[src/rtl/obi_mem_arbiter_pkg.sv]
// Shared types for the OBI memory arbiter.
//   req_id_e : identifies which core port issued a memory transaction
//   INSTR_BE : byte enables presented for instruction fetches (full word)
package obi_mem_arbiter_pkg;

  typedef enum logic {
    REQ_INSTR = 1'b0,
    REQ_DATA  = 1'b1
  } req_id_e;

  localparam logic [3:0] INSTR_BE = 4'hF;

endpackage

[src/rtl/obi_arb_id_fifo.sv]
// In-order FIFO of requester IDs for transactions accepted by the memory
// but not yet answered.
//   clk_i, rst_i    : clock, synchronous active-high reset
//   push_i, id_i    : store id_i (ignored when full)
//   pop_i           : drop the head entry (ignored when empty)
//   head_o          : oldest stored ID
//   full_o, empty_o : occupancy flags
//   count_o         : number of stored entries
module obi_arb_id_fifo
  import obi_mem_arbiter_pkg::*;
#(
  parameter  int unsigned DEPTH = 2,
  localparam int unsigned CW    = $clog2(DEPTH + 1)
) (
  input  logic          clk_i,
  input  logic          rst_i,
  input  logic          push_i,
  input  req_id_e       id_i,
  input  logic          pop_i,
  output req_id_e       head_o,
  output logic          full_o,
  output logic          empty_o,
  output logic [CW-1:0] count_o
);

  localparam int unsigned PW = (DEPTH > 1) ? $clog2(DEPTH) : 1;

  req_id_e         mem_q [DEPTH];
  logic [PW-1:0]   wr_ptr_q, rd_ptr_q;
  logic [CW-1:0]   count_q;
  logic            do_push, do_pop;

  // Pointers wrap explicitly so non-power-of-two depths work.
  function automatic logic [PW-1:0] ptr_inc(input logic [PW-1:0] p);
    return (p == PW'(DEPTH - 1)) ? '0 : p + PW'(1);
  endfunction

  assign full_o  = (count_q == CW'(DEPTH));
  assign empty_o = (count_q == '0);
  assign do_push = push_i & ~full_o;
  assign do_pop  = pop_i & ~empty_o;
  assign head_o  = mem_q[rd_ptr_q];
  assign count_o = count_q;

  always_ff @(posedge clk_i) begin
    if (rst_i) begin
      wr_ptr_q <= '0;
      rd_ptr_q <= '0;
      count_q  <= '0;
    end else begin
      if (do_push) begin
        mem_q[wr_ptr_q] <= id_i;
        wr_ptr_q        <= ptr_inc(wr_ptr_q);
      end
      if (do_pop) begin
        rd_ptr_q <= ptr_inc(rd_ptr_q);
      end
      case ({do_push, do_pop})
        2'b10:   count_q <= count_q + CW'(1);
        2'b01:   count_q <= count_q - CW'(1);
        default: count_q <= count_q;
      endcase
    end
  end

endmodule

[src/rtl/obi_mem_arbiter.sv]
// Shares one OBI single-port memory between the instruction fetch and data
// ports of a core. Round-robin (or data-priority) arbitration, a request
// lock that keeps an ungranted request stable, and in-order routing of
// responses back to the port that issued them.
//   clk_i, rst_i      : clock, synchronous active-high reset
//   instr_*           : instruction fetch master port (read only)
//   data_*            : data master port
//   mem_*             : memory slave port
//   outstanding_o     : transactions granted but not yet answered
//   err_o             : sticky, response seen with nothing outstanding
module obi_mem_arbiter
  import obi_mem_arbiter_pkg::*;
#(
  parameter  int unsigned ADDR_WIDTH      = 32,
  parameter  int unsigned MAX_OUTSTANDING = 2,
  parameter  int unsigned DATA_PRIORITY   = 0,
  localparam int unsigned CW              = $clog2(MAX_OUTSTANDING + 1)
) (
  input  logic                  clk_i,
  input  logic                  rst_i,
  input  logic                  instr_req_i,
  output logic                  instr_gnt_o,
  input  logic [ADDR_WIDTH-1:0] instr_addr_i,
  output logic                  instr_rvalid_o,
  output logic [31:0]           instr_rdata_o,
  input  logic                  data_req_i,
  output logic                  data_gnt_o,
  input  logic [ADDR_WIDTH-1:0] data_addr_i,
  input  logic                  data_we_i,
  input  logic [3:0]            data_be_i,
  input  logic [31:0]           data_wdata_i,
  output logic                  data_rvalid_o,
  output logic [31:0]           data_rdata_o,
  output logic                  mem_req_o,
  input  logic                  mem_gnt_i,
  output logic [ADDR_WIDTH-1:0] mem_addr_o,
  output logic                  mem_we_o,
  output logic [3:0]            mem_be_o,
  output logic [31:0]           mem_wdata_o,
  input  logic                  mem_rvalid_i,
  input  logic [31:0]           mem_rdata_i,
  output logic [CW-1:0]         outstanding_o,
  output logic                  err_o
);

  req_id_e winner;
  logic    winner_req, grant, resp_valid;
  logic    fifo_full, fifo_empty;
  req_id_e fifo_head;

  logic    lock_q, lock_d;
  req_id_e lock_id_q, lock_id_d;
  req_id_e last_grant_q, last_grant_d;
  logic    err_q, err_d;

  always_comb begin
    winner = REQ_INSTR;
    if (lock_q) begin
      winner = lock_id_q;
    end else if (instr_req_i && data_req_i) begin
      if (DATA_PRIORITY != 0) winner = REQ_DATA;
      else winner = (last_grant_q == REQ_DATA) ? REQ_INSTR : REQ_DATA;
    end else if (data_req_i) begin
      winner = REQ_DATA;
    end
  end

  assign winner_req  = (winner == REQ_DATA) ? data_req_i : instr_req_i;
  // A full ID FIFO blocks new requests even if a response pops this cycle.
  assign mem_req_o   = winner_req & ~fifo_full & ~rst_i;
  assign grant       = mem_req_o & mem_gnt_i;
  assign instr_gnt_o = grant & (winner == REQ_INSTR);
  assign data_gnt_o  = grant & (winner == REQ_DATA);

  always_comb begin
    mem_addr_o  = '0;
    mem_we_o    = 1'b0;
    mem_be_o    = 4'h0;
    mem_wdata_o = 32'h0;
    if (mem_req_o) begin
      if (winner == REQ_DATA) begin
        mem_addr_o  = data_addr_i;
        mem_we_o    = data_we_i;
        mem_be_o    = data_be_i;
        mem_wdata_o = data_wdata_i;
      end else begin
        mem_addr_o  = instr_addr_i;
        mem_be_o    = INSTR_BE;
      end
    end
  end

  assign resp_valid     = mem_rvalid_i & ~fifo_empty & ~rst_i;
  assign instr_rvalid_o = resp_valid & (fifo_head == REQ_INSTR);
  assign data_rvalid_o  = resp_valid & (fifo_head == REQ_DATA);
  assign instr_rdata_o  = mem_rdata_i;
  assign data_rdata_o   = mem_rdata_i;
  assign err_o          = err_q;

  always_comb begin
    lock_d       = lock_q;
    lock_id_d    = lock_id_q;
    last_grant_d = last_grant_q;
    err_d        = err_q;
    if (grant) begin
      last_grant_d = winner;
      lock_d       = 1'b0;
    end else if (mem_req_o) begin
      // Ungranted request must stay presented until the memory takes it.
      lock_d    = 1'b1;
      lock_id_d = winner;
    end
    if (mem_rvalid_i && fifo_empty) err_d = 1'b1;
  end

  always_ff @(posedge clk_i) begin
    if (rst_i) begin
      lock_q       <= 1'b0;
      lock_id_q    <= REQ_INSTR;
      last_grant_q <= REQ_DATA;
      err_q        <= 1'b0;
    end else begin
      lock_q       <= lock_d;
      lock_id_q    <= lock_id_d;
      last_grant_q <= last_grant_d;
      err_q        <= err_d;
    end
  end

  obi_arb_id_fifo #(
    .DEPTH (MAX_OUTSTANDING)
  ) u_id_fifo (
    .clk_i   (clk_i),
    .rst_i   (rst_i),
    .push_i  (grant),
    .id_i    (winner),
    .pop_i   (resp_valid),
    .head_o  (fifo_head),
    .full_o  (fifo_full),
    .empty_o (fifo_empty),
    .count_o (outstanding_o)
  );

endmodule

[config.mk]
export PLATFORM = sky130hd
export DESIGN_NAME = obi_mem_arbiter
export DESIGN_NICKNAME = d
export VERILOG_FILES = /design/src/rtl/obi_mem_arbiter_pkg.sv /design/src/rtl/obi_arb_id_fifo.sv /design/src/rtl/obi_mem_arbiter.sv
export SDC_FILE = /design/constraint.sdc
export NUM_CORES = 1
export LEC_CHECK = 0
export ABC_CLOCK_PERIOD_IN_PS = 3900
export CAP_MARGIN = 10
export CORE_AREA = 3 3 109 111
export DETAILED_ROUTE_END_ITERATION = 6
export DIE_AREA = 0 0 112 114
export PLACE_DENSITY = 0.64
export RECOVER_POWER = 100
export SYNTH_ARGS = -nofsm -noshare
export SYNTH_HDL_FRONTEND = slang
export SYNTH_HIERARCHICAL = 1
export SYNTH_SLANG_ARGS = --single-unit
[constraint.sdc]
create_clock -name clk_i -period 3.9 [get_ports clk_i]
set_clock_uncertainty 0.2 [all_clocks]
set_input_delay 0.39 -clock clk_i [delete_from_list [all_inputs] [get_ports clk_i]]
set_output_delay 0.39 -clock clk_i [all_outputs]
set_load 0.005 [all_outputs]
== Word level (Yosys, flattened, before mapping) ==
Memory sizes are Yosys's and may differ from the RTL's. A register that Yosys moved wholly into a read port is not among the register bits.
Index checks and enable logic that the tools add are counted.

* Register bits: 8
* Latch bits: 0
* Bits in writable memories: 2
* Memory bits (read-only): 0
* Input bits: 139
* Memories kept: 1

* Add/subtract/negate cells: 4
* Multipliers: 0
* Divide/modulo/power cells: 0
* Magnitude comparators: 0
* Equality and inequality tests: 3
* Shift-type cells: 0
* Multiplexer cells: 21
* Bitwise gates (word level): 17
* Reduce and logical (&&, ||, !) cells: 6

{| class="wikitable"
|+ Memory list
! memory !! depth !! bits a word !! rd ports !! clocked after Yosys merged registers in !! write ports !! line !! RTL
|-
| u_id_fifo.mem_q || 2 || 1 || 1 || 1 || 1 || obi_arb_id_fifo.sv:28 || <nowiki>req_id_e mem_q [DEPTH];</nowiki>
|}

{| class="wikitable"
|+ Operators by type and width
! cell !! number
|-
| $mux W32 || 4
|-
| $mux W1 || 14
|-
| $and A1 B1 Y1 || 11
|-
| $mux W4 || 2
|-
| $not A1 Y1 || 6
|-
| $eq A2 B2 Y1 const B || 2
|-
| $pmux W2 S2 || 1
|-
| $add A1 B1 Y1 const B || 2
|-
| $add A2 B1 Y2 const B || 1
|-
| $eq A2 B1 Y1 const B || 1
|-
| $logic_and A1 B1 Y1 || 2
|-
| $logic_not A2 Y1 || 1
|-
| $reduce_and A2 Y1 || 1
|-
| $reduce_bool A2 Y1 || 1
|-
| $reduce_or A2 Y1 || 1
|-
| $sub A2 B1 Y2 const B || 1
|}

== Logic depth before layout (Yosys ltp) ==
Gate-level depths: netlist (run 1).

* Depth after elaboration: 11
* Gate-level depth with buffers: 10
* Depth with buffers taken out: 10

== By module ==
Netlist (run 1), hierarchy kept.

{| class="wikitable"
|+ By module, submodules not included
! module !! instances !! cells each !! area an instance (µm²)
|-
| obi_mem_arbiter || 1 || 248 || 1571.5
|-
| obi_arb_id_fifo || 1 || 28 || 294.0
|}

== Worst setup path after synthesis (run 1) ==
Ideal clock, no wire load.

* Path type: register to register
* Start point: register u_id_fifo.count_q[0] (netlist: u_id_fifo/count_o[0])
* End point: register u_id_fifo.count_q[1] (netlist: u_id_fifo/count_o[1])
* Data arrival time: 2.011 ns
* Setup slack: 1.619 ns
* Stages on the path, launching flop included: 10
* Path buffers: 0
* Path through: dfxtp_1 -> nor2b_1 -> a2111o_1 -> inv_1 -> nand2_2 -> inv_1 -> nand2b_1 -> ha_1 -> or3_1 -> a21oi_1

* Cells in the longest elaborated chain, start to end: 8
* Elaborated cells on any way between the ends: 17

{| class="wikitable"
|+ RTL lines
! item !! line !! RTL
|-
| start: declaration || obi_arb_id_fifo.sv:30 || <nowiki>logic [CW-1:0] count_q;</nowiki>
|-
| start signal: assignment || obi_arb_id_fifo.sv:59 || <nowiki>2'b10: count_q <= count_q + CW'(1);</nowiki>
|-
| start signal: assignment || obi_arb_id_fifo.sv:60 || <nowiki>2'b01: count_q <= count_q - CW'(1);</nowiki>
|-
| start signal: assignment || obi_arb_id_fifo.sv:61 || <nowiki>default: count_q <= count_q;</nowiki>
|-
| $eq A2 B2 Y1 * || obi_arb_id_fifo.sv:38 || <nowiki>assign full_o = (count_q == CW'(DEPTH));</nowiki>
|-
| via fifo_full || obi_mem_arbiter.sv:48 || <nowiki>logic fifo_full, fifo_empty;</nowiki>
|-
| $not A1 Y1 * || obi_mem_arbiter.sv:70 || <nowiki>assign mem_req_o = winner_req & ~fifo_full & ~rst_i;</nowiki>
|-
| $and A1 B1 Y1 * (2 in series) || obi_mem_arbiter.sv:70 ||
|-
| via mem_req_o || obi_mem_arbiter.sv:34 || <nowiki>output logic mem_req_o,</nowiki>
|-
| $and A1 B1 Y1 * || obi_mem_arbiter.sv:71 || <nowiki>assign grant = mem_req_o & mem_gnt_i;</nowiki>
|-
| via grant || obi_mem_arbiter.sv:47 || <nowiki>logic winner_req, grant, resp_valid;</nowiki>
|-
| $and A1 B1 Y1 * || obi_arb_id_fifo.sv:40 || <nowiki>assign do_push = push_i & ~full_o;</nowiki>
|-
| $eq A2 B1 Y1 or $eq A2 B2 Y1 (tied branches) || obi_arb_id_fifo.sv:58 || <nowiki>case ({do_push, do_pop})</nowiki>
|-
| $pmux W2 S2 or $reduce_bool A2 Y1 (tied branches) || n/a ||
|}

Mark *: on every way through the listed nets, which the timed path passes. The rest lies on a longest branch.
A chain may end at the register's enable or synchronous reset.

== Final worst setup path (run 1) ==
* Start point: input port data_req_i
* End point: output port mem_addr_o[9]

* Cells in the longest elaborated chain, start to end: 7
* Elaborated cells on any way between the ends: 9

{| class="wikitable"
|+ RTL lines
! item !! line !! RTL
|-
| start: declaration || obi_mem_arbiter.sv:26 || <nowiki>input logic data_req_i,</nowiki>
|-
| $mux W1 or $logic_and A1 B1 Y1 (tied branches) || obi_mem_arbiter.sv:63, obi_mem_arbiter.sv:60 ||
|-
| $mux W1 || obi_mem_arbiter.sv:60 || <nowiki>end else if (instr_req_i && data_req_i) begin</nowiki>
|-
| $mux W1 || obi_mem_arbiter.sv:58 || <nowiki>if (lock_q) begin</nowiki>
|-
| $mux W1 || obi_mem_arbiter.sv:68 || <nowiki>assign winner_req = (winner == REQ_DATA) ? data_req_i : instr_req_i;</nowiki>
|-
| $and A1 B1 Y1 (2 in series) || obi_mem_arbiter.sv:70 ||
|-
| $mux W32 * || obi_mem_arbiter.sv:80 || <nowiki>if (mem_req_o) begin</nowiki>
|-
| end: declaration || obi_mem_arbiter.sv:36 || <nowiki>output logic [ADDR_WIDTH-1:0] mem_addr_o,</nowiki>
|}

Mark *: on every way between the ends. The rest lies on a longest branch, timed or not.

==> results of run 1 <==
[worst min path at each step]
stage	cells past startpoint	endpoint	from	slack, ns
6_report	2	err_o	err_o	0.26
5_1_grt	2	err_o	err_o	0.32
4_1_cts	2	err_o	err_o	0.28
3_5_place_dp	2	err_o	err_o	0.27
3_3_place_gp	2	err_o	err_o	0.25
2_1_floorplan	1	lock_id_q	rst_i	0.26
[final cells by class]
cell class | instances | area share (%)
clock buffers | 4 | 1.33
multi-input cells | 182 | 30.5
repair buffers | 189 | 55.3
inverters | 5 | 0.556
well taps | 140 | 5.19
flip-flops and latches | 11 | 7.11
[layer usage]
| layer | global-route usage (%) | up-vias | share of wire (%) |
|---|---|---|---|
| met5 | 0 | - | 0 |
| met4 | 3.53 | 0 | 2.4 |
| met3 | 2.55 | 28 | 9.5 |
| met2 | 16.3 | 112 | 48 |
| met1 | 10.9 | 892 | 40 |
| li1 | - | 1039 | - |
[registers in the layout, summed over array words and instances, names as in the netlist, named ones only]
name,cells
u_id_fifo/mem_q,2
lock_q,1
lock_id_q,1
u_id_fifo/count_o,2
u_id_fifo/rd_ptr_q,1
err_o,1
last_grant_q,1
u_id_fifo/wr_ptr_q,1
[worst max-delay path, stage by stage]
cell and delay (ns):
clkdlybuf4s50_1 0.45, nor2b_2 0.19, a21boi_4 0.19, clkbuf_1 0.54, clkinv_1 0.14, buf_4 0.29
nand2_1 0.16, a21oi_2 0.06, clkdlybuf4s50_1 0.47
[cell families after synthesis]
group	Yosys count	share of synthesized area (%)
adders and majority gates	1	0.671
muxes	3	1.68
DFF	11	12.9
and+or+nand+nor	133	33.9
buffers and inverters	83	31.7
xor gates and xnor gates	3	1.41
AOI/OAI and AO/OA	42	17.7
[power by group through the flow]
| stage | registers [mW] | clock network [mW] | logic, mW |
|---|---|---|---|
| after floorplan | 0.129 | 0 | 0.172 |
| after global placement | 0.129 | 0 | 0.325 |
| after detailed placement | 0.130 | 0 | 0.328 |
| after CTS | 0.127 | 0.117 | 0.330 |
| after global routing | 0.128 | 0.124 | 0.347 |
| final | 0.127 | 0.113 | 0.318 |
[through the flow]
stage | hold slack [ns] | std cells | power, mW | cell area (sq um) | util (%)
global placement | 0.255 | 527 | 0.454 | 3350 | 30.7
finish | 0.261 | 531 | 0.559 | 3380 | 31.0
detailed placement | 0.266 | 527 | 0.458 | 3350 | 30.7
floorplan | 0.259 | 276 | 0.301 | 1870 | -
global route | 0.325 | 531 | 0.599 | 3380 | 31.0
CTS | 0.277 | 531 | 0.575 | 3390 | 31.1
[synthesized netlist by cell type]
master and n:
ha_1 1, xnor2_1 2, nor2b_2 1, o21a_1 1, edfxtp_1 2, clkbuf_2 3
a2111o_1 1, nor3b_1 2, xor2_1 1, o21ai_0 3, a21boi_4 1, mux2_2 1
nor2b_1 2, nor4_4 1, buf_4 64, mux2i_1 2, or3_1 2, a21oi_1 10
nor2_1 20, nand2_1 66, nand2b_1 1, nand3_1 1, inv_1 4, clkbuf_1 2
and2_1 34, buf_2 5, nand2_2 1, clkinv_1 1, buf_6 4, a21oi_2 26
dfxtp_1 9, nor3_1 2
==> results.py, run 1 <==
metrics = {
    "critical_path": {
        "required_ns": 3.31,
        "critPathKind": "input port to output port",
        "worst_r2r_endpoint": "u_id_fifo/count_o[1]",
        "setup.worst_path.start": "data_req_i",
        "worst-r2r-setup-slack_ns": 0.86,
        "critical_path.max_fanout": 36,
        "worstPathArrival_ns": 2.88,
        "r2r_cells": 9,
        "r2r_start": "u_id_fifo/count_o[1]",
        "critPathCapture": "mem_addr_o[9]",
        "end_kind": "output port",
        "start_kind": "input port",
    },
    "grt": {
        "grt_pass1_vias": 2037,
        "grt_overflow_total": 0,
        "grt_max_degree": 37,
        "grtUsageTotal_pct": 9.34,
        "grt_pass1_wl_mm": 10.1,
        "antenna_found_initial": 0,
    },
    "clock_network": {
        "post_cts_resized": 0,
        "hold_buffers": 0,
        "cts-root-buf": "clkbuf_8",
        "cts_sinks": 11,
        "path_clk_slew_ns": 0.05,
        "clk_latency_ns": 0.24,
        "tritoncts": "built",
        "cts.htree.levels": 1,
        "clk_path_buf_depth": 2,
        "cts_setup_buffers": 0,
        "cts-buffers-inserted": 3,
    },
    "yosys": {
        "avgSynthCellArea_sq_um": 6.76,
        "ys_seq_area_share_pct": 12.9,
        "syn-num-nets": 416,
        "synth_top_cell_by_area": "buf_4",
        "synth_seq_cells": 11,
        "synth_top_area_share_pct": 25.8,
        "synthTopCellsByArea": "buf_4 (26%), nand2_1 (13%), a21oi_2 (12%)",
        "yosysWarnings": 6,
        "syn-cell-area_sq_mm": 0.00187,
        "ys_types": 32,
        "synth_cells": 276,
    },
    "die": {
        "die_h_um": 114,
        "ios": 280,
        "fp.dieW_um": 112,
        "core.rowCount": 38,
        "start_util_pct": 17.1,
        "coreArea_sq_mm": 0.0109,
        "die_area_sq_mm": 0.0128,
    },
    "pwr": {
        "ir_worst_vdd_mv": 0.0803,
        "p_int_mw": 0.393,
        "netSwitchingPower_mw": 0.166,
        "pwr-share-seq_pct": 22.8,
        "sw_frac_of_total_pct": 29.7,
        "p_leak_nw": 1.28,
        "power_density_mw_per_mm2": 165,
        "p_comb_share_pct": 57.0,
        "p_clk_share_pct": 20.2,
    },
    "final_layout": {
        "multi_input_area_sq_mm": 0.00103,
        "final_common_cell": "clkdlybuf4s50_1",
        "seqCellArea_sq_um": 240,
        "final_layout_size_suffix_gt1_share_pct": 9.46,
        "fill_cells": 1171,
        "final_cell_mix": "clkdlybuf4s50_1 (165), nand2_1 (67), a21oi_2 (26)",
        "diodes": 0,
        "syn2layout_area_growth_pct": 81.0,
        "fin_nets": 532,
    },
    "timing": {
        "timing_max_transition_violations_final": 0,
        "period_minus_slack_ns": 3.47,
        "rsz0062_at_grt": "false",
        "fmax_mhz": 288,
        "fin_crit_sh_pct": 89.0,
        "setup_ws_ns": 0.428,
        "finalHoldViolCount": 0,
        "tightest_slew_ns": 0.700,
        "finalSetupViolCount": 0,
        "relSlewSlack_pct": 53.3,
        "setup_tns_ns": 0,
    },
    "flow_run": {
        "cap_viol_max_count": 0,
    },
    "place": {
        "hpwl_mm": 5.54,
        "post-place-ws_ns": 0.604,
        "port_buffers": 183,
        "routabilityCongestion": 0.756,
    },
    "detailed_routing": {
        "wire_per_inst_um": 12.7,
        "ant_nets": 0,
        "vias": 2071,
        "postRouteWirelength_mm": 6.75,
        "drt_iter0_drc": 88,
        "drc": 0,
        "firstDrtPassIters": 4,
        "viasPerCell": 3.90,
    },
    "status": {
        "status": "complete, no violations",
    },
    "hold_path": {
        "hold_path.class": "flop to flop",
    },
}
(Power assumes the default switching activity.)
==> run 2, diff against run 1 <==
--- a/config.mk
+++ b/config.mk
@@ -8,6 +8,7 @@
 export ABC_CLOCK_PERIOD_IN_PS = 3900
 export CAP_MARGIN = 10
 export CORE_AREA = 3 3 109 111
+export CTS_CLUSTER_SIZE = 14
 export DETAILED_ROUTE_END_ITERATION = 6
 export DIE_AREA = 0 0 112 114
 export PLACE_DENSITY = 0.64
==> results of run 2 <==
Same layout as run 1: the final DEF is identical, and so are final timing and power.
==> run 3, diff against run 2 <==
--- a/config.mk
+++ b/config.mk
@@ -5,13 +5,13 @@
 export SDC_FILE = /design/constraint.sdc
 export NUM_CORES = 1
 export LEC_CHECK = 0
-export ABC_CLOCK_PERIOD_IN_PS = 3900
+export ABC_CLOCK_PERIOD_IN_PS = 3070
 export CAP_MARGIN = 10
-export CORE_AREA = 3 3 109 111
+export CORE_AREA = 3 3 107 109
 export CTS_CLUSTER_SIZE = 14
 export DETAILED_ROUTE_END_ITERATION = 6
-export DIE_AREA = 0 0 112 114
-export PLACE_DENSITY = 0.64
+export DIE_AREA = 0 0 110 112
+export PLACE_DENSITY = 0.68
 export RECOVER_POWER = 100
 export SYNTH_ARGS = -nofsm -noshare
 export SYNTH_HDL_FRONTEND = slang
==> constraint.sdc (replaced) <==
create_clock -name clk_i -period 3.07 [get_ports clk_i]
set_clock_uncertainty 0.2 [all_clocks]
set_input_delay 0.307 -clock clk_i [delete_from_list [all_inputs] [get_ports clk_i]]
set_output_delay 0.307 -clock clk_i [all_outputs]
set_load 0.005 [all_outputs]
==> run 3 against run 2 <==
  * Combinational power rose by 25%
  * First-iteration DRC count fell by 28%
  * Worst hold slack got worse by 0.0045 ns
  * Worst setup slack got worse by 0.28 ns
  * Register-to-register slack got worse by 0.37 ns
  * Design area fell by 0.96%
  * Count of clock-buffer cells in the layout did not move
  * Sequential share of layout area rose by 0.069 points
  * Routed wire length rose by 6.3%
  * Critical path type unchanged
  * Non-clock buffer count rose by 2
  * Die area fell by 3.5%
==> results.py, run 3 (same netlist as run 1, synthesis figures left out) <==
metrics = {
    "grt": {
        "antenna_found_initial": 0,
        "grt_pass1_wl_mm": 10.1,
        "grt_overflow_total": 0,
        "grt_max_degree": 34,
        "grt_pass1_vias": 1948,
        "grtUsageTotal_pct": 10.2,
    },
    "die": {
        "fp.dieW_um": 110,
        "ios": 280,
        "coreArea_sq_mm": 0.0107,
        "start_util_pct": 17.4,
        "die_area_sq_mm": 0.0123,
        "core.rowCount": 38,
        "die_h_um": 112,
    },
    "clock_network": {
        "cts-root-buf": "clkbuf_8",
        "cts_sinks": 11,
        "hold_buffers": 0,
        "clk_path_buf_depth": 2,
        "path_clk_slew_ns": 0.05,
        "tritoncts": "built",
        "cts_setup_buffers": 0,
        "cts.htree.levels": 1,
        "cts-buffers-inserted": 3,
        "clk_latency_ns": 0.24,
        "post_cts_resized": 0,
    },
    "timing": {
        "period_minus_slack_ns": 2.92,
        "fin_crit_sh_pct": 95.2,
        "relSlewSlack_pct": 62.7,
        "timing_max_transition_violations_final": 0,
        "finalSetupViolCount": 0,
        "fmax_mhz": 342,
        "rsz0062_at_grt": "false",
        "tightest_slew_ns": 0.560,
        "finalHoldViolCount": 0,
        "setup_tns_ns": 0,
    },
    "critical_path": {
        "start_kind": "input port",
        "r2r_start": "u_id_fifo/count_o[0]",
        "cp_cell_sequence": "clkdlybuf4s50_1 -> mux2i_1 -> a2111o_2 -> buf_4 -> a21oi_2 -> dlygate4sd3_1",
        "max_stage_delay_ns": 0.60,
        "worstPathArrival_ns": 2.41,
        "cp.buffers_inverters": 3,
        "slowest_stage": "dlygate4sd3_1",
        "critical-path-top-delay-family": "buffers and inverters",
        "required_ns": 2.56,
        "critical_path.max_fanout": 30,
        "r2r_cells": 9,
        "end_kind": "output port",
        "worst-r2r-setup-slack_ns": 0.49,
        "critPathKind": "input port to output port",
        "setup.worst_path.start": "data_req_i",
        "worst_r2r_endpoint": "u_id_fifo/count_o[1]",
    },
    "final_layout": {
        "diodes": 0,
        "final_layout_size_suffix_gt1_share_pct": 6.36,
        "fill_cells": 1150,
        "syn2layout_area_growth_pct": 79.3,
        "layout.cells.non_filler": 533,
        "fin_nets": 534,
        "final_cell_mix": "clkdlybuf4s50_1 (156), nand2_1 (67), dlygate4sd3_1 (27)",
        "final_common_cell": "clkdlybuf4s50_1",
    },
    "hold_path": {
        "holdCritStartpoint": "err_o",
        "whs_path_depth": 2,
        "hold_path.class": "flop to flop",
        "holdPathEnd": "err_o",
    },
    "detailed_routing": {
        "postRouteWirelength_mm": 7.17,
        "vias": 2104,
        "drt_iter0_drc": 63,
        "ant_nets": 0,
        "wire_per_inst_um": 13.5,
        "viasPerCell": 3.95,
        "drc": 0,
        "firstDrtPassIters": 4,
    },
    "pwr": {
        "power_mw": 0.700,
        "pwr-share-seq_pct": 23.2,
        "p_clk_share_pct": 20.3,
        "sw_frac_of_total_pct": 29.1,
        "power_density_mw_per_mm2": 209,
        "netSwitchingPower_mw": 0.204,
        "p_comb_share_pct": 56.5,
        "ir_worst_vdd_mv": 0.202,
        "p_int_mw": 0.497,
        "p_leak_nw": 1.32,
    },
    "place": {
        "port_buffers": 183,
        "routabilityCongestion": 0.701,
        "dp_cells": 529,
        "hpwl_mm": 6.03,
    },
    "flow_run": {
        "cap_viol_max_count": 0,
    },
    "status": {
        "status": "complete, no violations",
    },
}
-- run 3: changes by cell type in the layout (fill, tap and decap cells not counted), sizes merged --
cell | previous run | this run
dlygate4sd3 | 18 | 27
clkbuf | 7 | 5
clkdlybuf4s50 | 165 | 156
buf | 3 | 7
-- run 3: power groups by stage --
stage | Combinational [mW] | Clock (mW) | Sequential (mW)
2_1_floorplan | 0.218 | 0 | 0.163
5_1_grt | 0.430 | 0.153 | 0.163
6_report | 0.396 | 0.142 | 0.162
3_3_place_gp | 0.419 | 0 | 0.165
4_1_cts | 0.427 | 0.148 | 0.162
3_5_place_dp | 0.424 | 0 | 0.165
-- run 3: how the worst max path moves through the flow --
stage                           endpoint  slack, ns  cells after the start
finish                    mem_addr_o[25]       0.15                      6
global route             mem_wdata_o[15]       0.03                      6
CTS                       mem_addr_o[25]       0.15                      6
detailed placement  u_id_fifo/count_o[1]       0.13                     10
global placement          mem_addr_o[25]       0.20                      6
floorplan           u_id_fifo/count_o[1]       0.79                      9
-- run 3: tightest hold or removal path, cell delays in order (launching register included) --
cell     delay [ns]
dfxtp_1        0.31
a21oi_1        0.04
nor2_1         0.07
-- run 3: final cells by class --
cell class	instances	area, sq um	share of cell area, %
Multi-Input combinational cell	182	965	28.8
Sequential cell	11	240	7.18
Clock buffer	4	45.0	1.35
Timing Repair Buffer	191	1900	56.8
Tap cell	140	175	5.24
Inverter	5	18.8	0.561
-- run 3: stage by stage --
stage / hold slack (ns) / utilization [%] / setup slack (ns) / cell area [sq um]
floorplan: 0.176 / - / 0.789 / 1870
global placement: 0.253 / 31.5 / 0.195 / 3370
detailed placement: 0.263 / 31.5 / 0.132 / 3370
CTS: 0.274 / 32.0 / 0.152 / 3420
global route: 0.299 / 31.3 / 0.0316 / 3340
finish: 0.256 / 31.3 / 0.148 / 3340
-- run 3: per-layer routing --
metal  vias up  track usage [%]  part of all wire, %  wire length (um)
li1       1041                -                    -                 -
met1       920             12.1                   40              2840
met2       122             18.2                   49              3490
met3        21             2.32                   10               742
met4         0             2.91                  1.5               106
met5         -                0                    0                 0
